### config.mk
export PLATFORM = sky130hd
export DESIGN_NAME = instruction_fetch
export DESIGN_NICKNAME = d
export VERILOG_FILES = /design/src/rtl/instruction_fetch.sv
export SDC_FILE = /design/constraint.sdc
export NUM_CORES = 1
export LEC_CHECK = 0
export CAP_MARGIN = 20
export CORE_UTILIZATION = 48
export CTS_BUF_LIST = sky130_fd_sc_hd__clkbuf_8
export DETAILED_ROUTE_END_ITERATION = 6
export HOLD_SLACK_MARGIN = 0.1
export PLACE_DENSITY = 0.88
export SLEW_MARGIN = 25
export SYNTH_ARGS = -nofsm -noshare
export SYNTH_HDL_FRONTEND = slang
export SYNTH_SLANG_ARGS = --single-unit
### constraint.sdc
create_clock -name clk -period 3.1 [get_ports clk]
set_clock_uncertainty 0.05 [all_clocks]
set_input_delay 0.465 -clock clk [delete_from_list [all_inputs] [get_ports clk]]
set_output_delay 0.465 -clock clk [all_outputs]
set_load 0.02 [all_outputs]
### src/rtl/instruction_fetch.sv
// Instruction fetch stage: walks a 16-entry instruction memory and hands words to
// decode over a valid/ready handshake, honouring jumps, redirects, stalls and halt.
module instruction_fetch (
   input  logic        clk,
   input  logic        rst,
   input  logic        start,
   input  logic        halt,
   output logic [3:0]  imem_addr,
   input  logic [15:0] imem_instr,
   input  logic        redirect_valid,
   input  logic [3:0]  redirect_addr,
   output logic        out_valid,
   input  logic        out_ready,
   output logic [15:0] out_instr,
   output logic [3:0]  out_pc,
   output logic        running,
   output logic [7:0]  instr_count
);

   typedef enum logic {IDLE = 1'b0, RUN = 1'b1} state_t;

   localparam logic [3:0] JUMP_OPCODE = 4'b1011;

   state_t     state, next_state;
   logic [3:0] pc;
   logic [3:0] next_pc;
   logic       fetch;

   assign imem_addr = pc;
   assign running   = (state == RUN);

   // A new word may enter the output slot only when it is empty or being drained.
   assign fetch   = (state == RUN) && !redirect_valid && (!out_valid || out_ready);
   assign next_pc = (imem_instr[15:12] == JUMP_OPCODE) ? imem_instr[3:0] : pc + 4'd1;

   // NOTE: next_state gets its default first so no path through the block can infer a latch.
   always_comb begin
      next_state = state;
      if (!redirect_valid) begin
         case (state)
            IDLE:    if (start && !halt) next_state = RUN;
            RUN:     if (halt)           next_state = IDLE;
            default: next_state = IDLE;
         endcase
      end
   end

   // NOTE: sequential state uses non-blocking assignments so every register samples pre-edge values.
   always_ff @(posedge clk) begin
      if (rst) begin
         state       <= IDLE;
         pc          <= 4'd0;
         out_valid   <= 1'b0;
         out_instr   <= 16'h0000;
         out_pc      <= 4'd0;
         instr_count <= 8'd0;
      end else begin
         state <= next_state;

         if (out_valid && out_ready && (instr_count != 8'hFF))
            instr_count <= instr_count + 8'd1;

         if (redirect_valid) begin
            pc        <= redirect_addr;
            out_valid <= 1'b0;
         end else if (fetch) begin
            out_instr <= imem_instr;
            out_pc    <= pc;
            out_valid <= 1'b1;
            pc        <= next_pc;
         end else if (out_ready) begin
            out_valid <= 1'b0;
         end
      end
   end

endmodule
== Word-level counts from Yosys, hierarchy flattened ==
Cells that the tools add are included.

* Add/sub/neg operators: 2
* Multipliers: 0
* Div/mod/pow operators: 0
* Order comparisons: 0
* Eq/ne operators: 2
* Shift-type cells: 0
* Muxes and demuxes: 8
* Bitwise operators: 2
* Reductions and logical operators: 13

{| class="wikitable"
|+ Operators by type and width
! operator !! number
|-
| $mux W4 || 3
|-
| $add A8 B1 Y8 const B || 1
|-
| $ne A8 B8 Y1 const B || 1
|-
| $logic_and A1 B1 Y1 || 5
|-
| $add A4 B1 Y4 const B || 1
|-
| $eq A4 B4 Y1 const B || 1
|-
| $mux W1 || 4
|-
| $reduce_bool A2 Y1 || 2
|-
| $logic_not A1 Y1 || 3
|-
| $not A1 Y1 || 2
|-
| $pmux W1 S2 || 1
|-
| $reduce_and A2 Y1 || 1
|-
| $reduce_or A2 Y1 || 1
|-
| $logic_or A1 B1 Y1 || 1
|}

* Register bits after elaboration: 34
* Latch bits: 0
* Bits in writable memories: 0
* ROM bits: 0
* Input bits: 26
* Output and inout bits: 34
* Word-level logic and storage cells: 33
* Memories kept: 0

== Logic depth before layout (Yosys ltp) ==
Gate-level depths: netlist (run 1).

* Depth after elaboration: 5
* Gate-level depth with buffers: 5
* Mapped depth without buffers: 5

== Worst setup path after synthesis (run 1) ==
OpenSTA, ideal clock, no wires.

* Path type: register to register
* Start: register instr_count[0]
* End: register instr_count[7]
* Library setup time: 0.121 ns
* Arrival: 1.401 ns
* Required time: 2.929 ns
* Setup slack: 1.528 ns
* Stages on the path, launching flop included: 6
* Path buffers: 0
* Period minus slack after synthesis: 1.572 ns
* Path through: dfxtp_1 > ha_1 > and4_4 > nor3_1 > nand3_1 > mux2_4

* Longest elaborated chain between the ends: 2
* Elaborated cells on any way between the ends: 3
* Those cells by class: add/sub (1); eq/ne (1); reduce/logical (1)

{| class="wikitable"
|+ RTL lines
! item !! RTL line !! RTL
|-
| start, declared || 17 || <nowiki>output logic [7:0] instr_count</nowiki>
|-
| start signal, assigned || 61 || <nowiki>instr_count <= instr_count + 8'd1;</nowiki>
|-
| parallel branches: the longest is 2 deep, another holds $add A8 B1 Y8 || - ||
|}

Several ways; the timed one is not identified.
A chain may end at the register's enable or synchronous reset.

== Worst setup path after layout (run 1) ==
* Start: input port redirect_valid
* End: register out_instr[10]

* Longest elaborated chain between the ends: 4
* Elaborated cells on any way between the ends: 5
* Those cells by class: bitwise (1); reduce/logical (4)

{| class="wikitable"
|+ RTL lines
! item !! RTL line !! RTL
|-
| start, declared || 10 || <nowiki>input logic redirect_valid,</nowiki>
|-
| $logic_not A1 Y1 || - ||
|-
| $logic_and A1 B1 Y1 (2 in series) || 33 || <nowiki>assign fetch = (state == RUN) && !redirect_valid && (!out_valid || out_ready);</nowiki>
|-
| $reduce_and A2 Y1 (no line) (*) || - ||
|-
| end signal, assigned || 67 || <nowiki>out_instr <= imem_instr;</nowiki>
|-
| end, declared || 14 || <nowiki>output logic [15:0] out_instr,</nowiki>
|}

Every way passes the cells marked *; elsewhere a longest branch is shown, timed or not.

==> run_results.csv, run 1 <==
group,metric,value,unit
outcome,status,"complete, but fails checks",
outcome,violations,"design-rule violations",
yosys,synth_top_family_by_area,"simple AND/OR/NAND/NOR gates",
global_route,antenna_found_initial,0,
detailed_routing,via_count,1501,
yosys,synthCells,182,
setup_path,reg2reg_depth,3,
final_layout,drive_above_1_share,0.0744,
yosys,ys_top_cells_by_area,"dfxtp_1 46%, nand2_1 12%, a21oi_1 7.7%",
yosys,synth_compound_area_frac,0.168,
sta,tns,0,ns
die,chipHeight,57.7,um
clocking,cts.repair.resized,0,
placement,gp_congestion,0.871,
clocking,clk_latency,0.29,ns
yosys,synth_ff_type,"dfxtp_1",
yosys,yosysTopAreaCellShare,0.456,
clocking,numCtsBuffers,5,
clocking,tritoncts,"done",
yosys,syn-cell-area,1490,um^2
yosys,synth_warnings,0,
die,die_area,3330,um^2
setup_path,setup.worst_path.start_class,"input pin",
yosys,async_flop_share,0,
sta,fmax,485,MHz
clocking,post_cts_buffers,0,
placement,dp_slack,0.753,ns
die,io_pins,60,
setup_path,worstPathCellList,"clkdlybuf4s50_1, inv_1, nand3_1, nand2_1, a21oi_1",
die,row_count,19,
setup_path,r2r_slack,1.45,ns
sta,fin_crit,2.06,ns
final_layout,seq_area,681,um^2
clocking,htree_levels,2,
die,start_util,0.523,
yosys,ys_ff_latch,34,
final_layout,multi_input_area,752,um^2
worst_hold_path,hold_end,"out_pc[2]",
setup_path,cp_top_family,"simple AND/OR/NAND/NOR gates",
detailed_routing,drt_wl_total,3770,um
final_layout,fillCellCount,222,
sta,finalMaxSlewViolations,0,
detailed_routing,drtPass1Iterations,7,
setup_path,critPathRequiredTime,3.18,ns
sta,final_hold_viol_count,0,
detailed_routing,via_per_inst,5.50,
yosys,yosys.cell_types.count,41,
die,fp.coreArea,2850,um^2
setup_path,path_buf_inv,2,
yosys,synth_most_common_cell,"nand2_1",
yosys,synthAdderAreaFrac,0.0168,
clocking,clk_pin_slew,0.06,ns
yosys,synth_simple_gate_area_frac,0.279,
detailed_routing,drc,3,
clocking,ctsHoldBuffers,0,
setup_path,critical_path_class,"in2reg",
flow_run,max-cap-violations,0,
final_layout,fin_util,0.764,
worst_hold_path,hold_class,"reg2reg",
global_route,grt_max_degree,24,
setup_path,crit_fanout,20,
placement,hpwl,2660,um
detailed_routing,drt_iter0_markers,58,
setup_path,crit_slowest_cell,"nand3_1",
setup_path,cp-end-kind,"flop",
clocking,cts_max_path_buffers,2,
setup_path,critPathArrivalTime,2.14,ns
global_route,grt_pass1_wl,6140,um
pwr,p_leak,0.758,nW
clocking,cts.sinks,34,
global_route,grtUsageTotal,0.243,
final_layout,syn_to_final_growth,46.1,%
placement,portBuffers,59,
sta,timing.final.crit_share,0.665,
yosys,yosysTopAreaCell,"dfxtp_1",
final_layout,antennaDiodeCount,0,
worst_hold_path,hold_start,"out_pc[2]",
worst_hold_path,holdPathStages,2,
setup_path,r2r-start,"running",
yosys,ys_seq_area_frac,0.456,
yosys,synth_common_cells,"47 x nand2_1, 34 x dfxtp_1, 23 x a21oi_1",
sta,max_slew.worst_pin.slew,0.847,ns
yosys,synth_xor_area_frac,0.0176,
detailed_routing,antenna_left,0,
clocking,clock-root-buffer,"clkbuf_8",
yosys,syn_avg_cell_area,8.19,um^2
final_layout,finalNonFillerCells,273,
die,die_w,57.7,um
yosys,syn-num-nets,210,
pwr,vdd_drop_max,0.000393,V
yosys,synth_edf_count,0,
sta,whs,0.407,ns
setup_path,r2r_end,"out_instr[10]",
global_route,grt_pass1_vias,1385,
final_layout,finish.net_count,269,
global_route,grt_overflow,0,
sta,finalSetupViolCount,0,
yosys,synth_mux_area_frac,0.0235,
detailed_routing,wl_per_cell,13.8,um
sta,slew-limit-headroom,0.434,
pwr,powerDensity,414,nW/um^2
setup_path,slowest_delay,0.57,ns
placement,dp.cells,265,
sta,rsz0062_at_grt,"no",
sta,fin_ws,1.04,ns
## through the flow
step	total power, mW	area, um^2
after CTS	0.908	2180
after global routing	0.936	2180
after global placement	0.581	2090
after detailed placement	0.582	2090
after floorplan	0.518	1490
final	0.903	2180
## layout by cell type (no fill, tap or decap), types with 3 or more instances in the layout
| cell type | synthesis | final |
|---|---|---|
| nor2_1 | 11 | 11 |
| dfxtp_1 | 34 | 34 |
| a211oi_1 | 3 | 3 |
| a21oi_1 | 23 | 23 |
| clkbuf_8 | 0 | 6 |
| nand3_1 | 8 | 8 |
| inv_1 | 4 | 5 |
| o21ai_0 | 3 | 3 |
| xnor2_1 | 3 | 3 |
| nand2_1 | 47 | 47 |
| clkdlybuf4s50_1 | 0 | 59 |
## power by group
group	total, mW	internal (mW)	switching, mW	leakage (nW)
sequential	0.460	0.448	0.0118	0.276
combinational	0.114	0.0616	0.0526	0.430
clock	0.329	0.176	0.153	0.0524
total	0.903	0.685	0.218	0.758
## worst register-to-register path, stage by stage, from the launching register on
cell     delay, ns
dfxtp_1       0.48
nand3_1       0.60
nand2_1       0.26
a21oi_1       0.10
## logic make-up (layout without fill, tap and decap cells)
| kind of cell | Yosys count | count (layout) |
|---|---|---|
| buffers and inverters | 13 | 73 |
| AOI/OAI and AO/OA | 41 | 41 |
| DFF | 34 | 34 |
| xor gates and xnor gates | 3 | 3 |
| adders and majority gates | 2 | 2 |
| and+or+nand+nor | 86 | 86 |
| muxes | 3 | 3 |
## layer usage
metal / GRT usage / vias to the layer above / share of wire
met2: 0.374 / 54 / 0.46
met1: 0.315 / 691 / 0.46
met3: 0.0781 / 6 / 0.066
li1: - / 750 / -
met5: 0 / - / 0
met4: 0.102 / 0 / 0.017
## sequential cells by signal (all words and copies together), names as in the netlist
signal,count
imem_addr,4
instr_count,8
out_instr,16
out_pc,4
out_valid,1
running,1
## cell type report
class,instances,area share
Clock buffer,6,0.0379
Sequential cell,34,0.312
Inverter,5,0.00861
Multi-Input combinational cell,135,0.345
Timing Repair Buffer,60,0.274
Clock inverter,2,0.00402
Tap cell,31,0.0178
## worst max path at each step
stage	startpoint	to	slack (ns)	cells past startpoint
floorplan	instr_count[0]	instr_count[7]	1.53	5
global placement	redirect_valid	out_instr[10]	0.81	5
detailed placement	redirect_valid	out_instr[9]	0.75	5
CTS	redirect_valid	out_instr[10]	1.02	5
global route	redirect_valid	out_instr[2]	0.86	5
finish	redirect_valid	out_instr[10]	1.04	5
No activity file was read; power rests on OpenSTA's default activity.
==> inputs of run 2 (changes only) <==
--- a/config.mk
+++ b/config.mk
@@ -6,11 +6,11 @@
 export NUM_CORES = 1
 export LEC_CHECK = 0
 export CAP_MARGIN = 20
-export CORE_UTILIZATION = 48
+export CORE_UTILIZATION = 40
 export CTS_BUF_LIST = sky130_fd_sc_hd__clkbuf_8
 export DETAILED_ROUTE_END_ITERATION = 6
 export HOLD_SLACK_MARGIN = 0.1
-export PLACE_DENSITY = 0.88
+export PLACE_DENSITY = 0.78
 export SLEW_MARGIN = 25
 export SYNTH_ARGS = -nofsm -noshare
 export SYNTH_HDL_FRONTEND = slang
==> constraint.sdc (replaced) <==
create_clock -name clk -period 1.7 [get_ports clk]
set_clock_uncertainty 0.05 [all_clocks]
set_input_delay 0.255 -clock clk [delete_from_list [all_inputs] [get_ports clk]]
set_output_delay 0.255 -clock clk [all_outputs]
set_load 0.02 [all_outputs]
==> run 2 against run 1 <==
The flow now finishes without violations; hold slack worse by 0.0032 ns; sequential cell count stayed put; register-to-register slack worse by 1.3 ns; critical path depth is 4 lower; sequential power increased by 81%; clock power is 76% higher; core utilization is 10 points lower.
==> run_results.csv, run 2 (same netlist as run 1, synthesis figures left out) <==
group,metric,value,unit
global_route,grt_max_degree,21,
die,start_util,0.433,
worst_hold_path,hold_class,"reg2reg",
die,row_count,21,
pwr,p_int,1.25,mW
sta,rsz0062_at_grt,"no",
pwr,p_sw,385,uW
clocking,tritoncts,"done",
setup_path,critPathRequiredTime,1.39,ns
setup_path,setup.worst_path.start_class,"flop",
pwr,p_seq_frac,0.510,
placement,portBuffers,59,
global_route,grtUsageTotal,0.202,
detailed_routing,antenna_left,0,
global_route,antenna_found_initial,0,
clocking,clk_pin_slew,0.06,ns
die,die_area,3980,um^2
sta,tns,0,ns
final_layout,syn_to_final_growth,52.4,%
final_layout,regMostFlops,"out_instr",
sta,finalSetupViolCount,0,
pwr,clkPwrFrac,0.353,
setup_path,path_buf_inv,1,
die,die_w,63.1,um
setup_path,r2r-start,"instr_count[0]",
detailed_routing,drt_iter0_markers,64,
clocking,cts_max_path_buffers,2,
flow_run,max-cap-violations,0,
setup_path,cp-startpoint,"instr_count[4]",
setup_path,critical_path_class,"reg2out",
clocking,clk_latency,0.28,ns
placement,placed_cell_area,2190,um^2
sta,fmax,602,MHz
placement,hpwl,2720,um
detailed_routing,drt_wl_total,3650,um
final_layout,drive_above_1_share,0.108,
detailed_routing,via_per_inst,5.06,
pwr,p_leak,0.841,nW
die,io_pins,60,
global_route,grt_pass1_vias,1413,
clocking,numCtsBuffers,5,
final_layout,finalNonFillerCells,296,
global_route,grt_overflow,0,
outcome,status,"complete, no violations",
final_layout,reg_top3,"out_instr x16, instr_count x8",
clocking,cts.sinks,34,
sta,final_hold_viol_count,0,
detailed_routing,drtPass1Iterations,4,
sta,fin_ws,0.0388,ns
placement,dp.cells,290,
global_route,grt_pass1_wl,6260,um
sta,max_slew.worst_pin.slew,0.260,ns
final_layout,fin_util,0.660,
setup_path,crit_fanout,6,
final_layout,layout_commonest_cell,"clkdlybuf4s50_1",
detailed_routing,wl_per_cell,12.3,um
sta,fin_crit,1.66,ns
placement,gp_congestion,0.864,
setup_path,cp-end-kind,"output pin",
detailed_routing,via_count,1498,
clocking,htree_levels,2,
clocking,post_cts_buffers,0,
pwr,vdd_drop_max,0.000504,V
setup_path,crit_slowest_cell,"clkdlybuf4s50_1",
sta,finalMaxSlewViolations,0,
final_layout,largest_reg_flops,16,
placement,dp_slack,0.00848,ns
final_layout,final_cell_area,2270,um^2
pwr,swShare,0.235,
pwr,power_frac_comb,0.137,
die,chipHeight,63.1,um
worst_hold_path,hold_start,"out_instr[0]",
pwr,powerDensity,720,nW/um^2
final_layout,final_cell_mix,"53 x clkdlybuf4s50_1, 47 x nand2_1, 34 x dfxtp_1",
detailed_routing,drc,0,
sta,timing.final.crit_share,0.977,
die,fp.coreArea,3440,um^2
clocking,clock-root-buffer,"clkbuf_8",
setup_path,critPathArrivalTime,1.36,ns
final_layout,antennaDiodeCount,0,
setup_path,slowest_delay,0.64,ns
sta,slew-limit-headroom,0.825,
final_layout,finish.net_count,279,
setup_path,worstPathCellList,"clkdlybuf4s50_1",
setup_path,cp_top_family,"buffers and inverters",
==> run 2: cell types whose count changed in the layout (fill, tap and decap cells not counted), sizes merged <==
cell / change
buf: +10
inv: -1
clkinv: -1
clkdlybuf4s50: -6
dlygate4sd2: +5
dlymetal6s2s: +1
==> run 2: per-stage QoR <==
step,hold WS [ns],total power [mW]
floorplan,0.294,0.944
global placement,0.391,1.08
detailed placement,0.398,1.08
CTS,0.406,1.66
global route,0.425,1.72
finish,0.403,1.64
==> run 2: final cells by class <==
type / count / area (um^2)
clock buffer: 6 / 82.6
fill: 300 / 1170
inverter: 5 / 18.8
multi-input combinational: 135 / 752
sequential: 34 / 681
tap: 46 / 57.6
timing repair buffer: 70 / 682
==> run 2: worst register-to-register path, delay by kind of cell, from the launching register on <==
kind,cells,cell delay [ns]
AND/OR/NAND/NOR,3,0.48
flip-flops,1,0.34
multiplexers,1,0.31
adder cells (fa/ha/maj),1,0.25
==> run 2: power groups by stage <==
stage | Sequential (mW) | Clock (mW) | Combinational [mW]
finish | 0.834 | 0.578 | 0.223
global route | 0.836 | 0.636 | 0.243
CTS | 0.835 | 0.602 | 0.225
detailed placement | 0.852 | 0 | 0.226
global placement | 0.852 | 0 | 0.224
floorplan | 0.876 | 0 | 0.0682
==> run 2: timing repair <==
item,4_1_cts,5_1_grt
pin swaps,0,0
hold endpoints to repair,0,0
resized for setup,5,1
hold buffers,0,0
endpoints found under the setup margin,5,1
==> run 2: metal layers <==
metal,routed length (um),global-route usage,share of wire,up-vias
li1,-,-,-,767
met1,1720,0.248,0.47,678
met2,1600,0.321,0.44,51
met3,294,0.0815,0.080,2
met5,0,0,0,-
met4,36,0.0610,0.0099,0
==> run 2: path summary, 6_finish.rpt <==
path,end,slack (ns),cells past startpoint
max reg2reg,instr_count[7],0.16,5
min reg2reg,out_instr[0],0.40,2
min,out_instr[0],0.40,2
max,instr_count[4],0.04,1
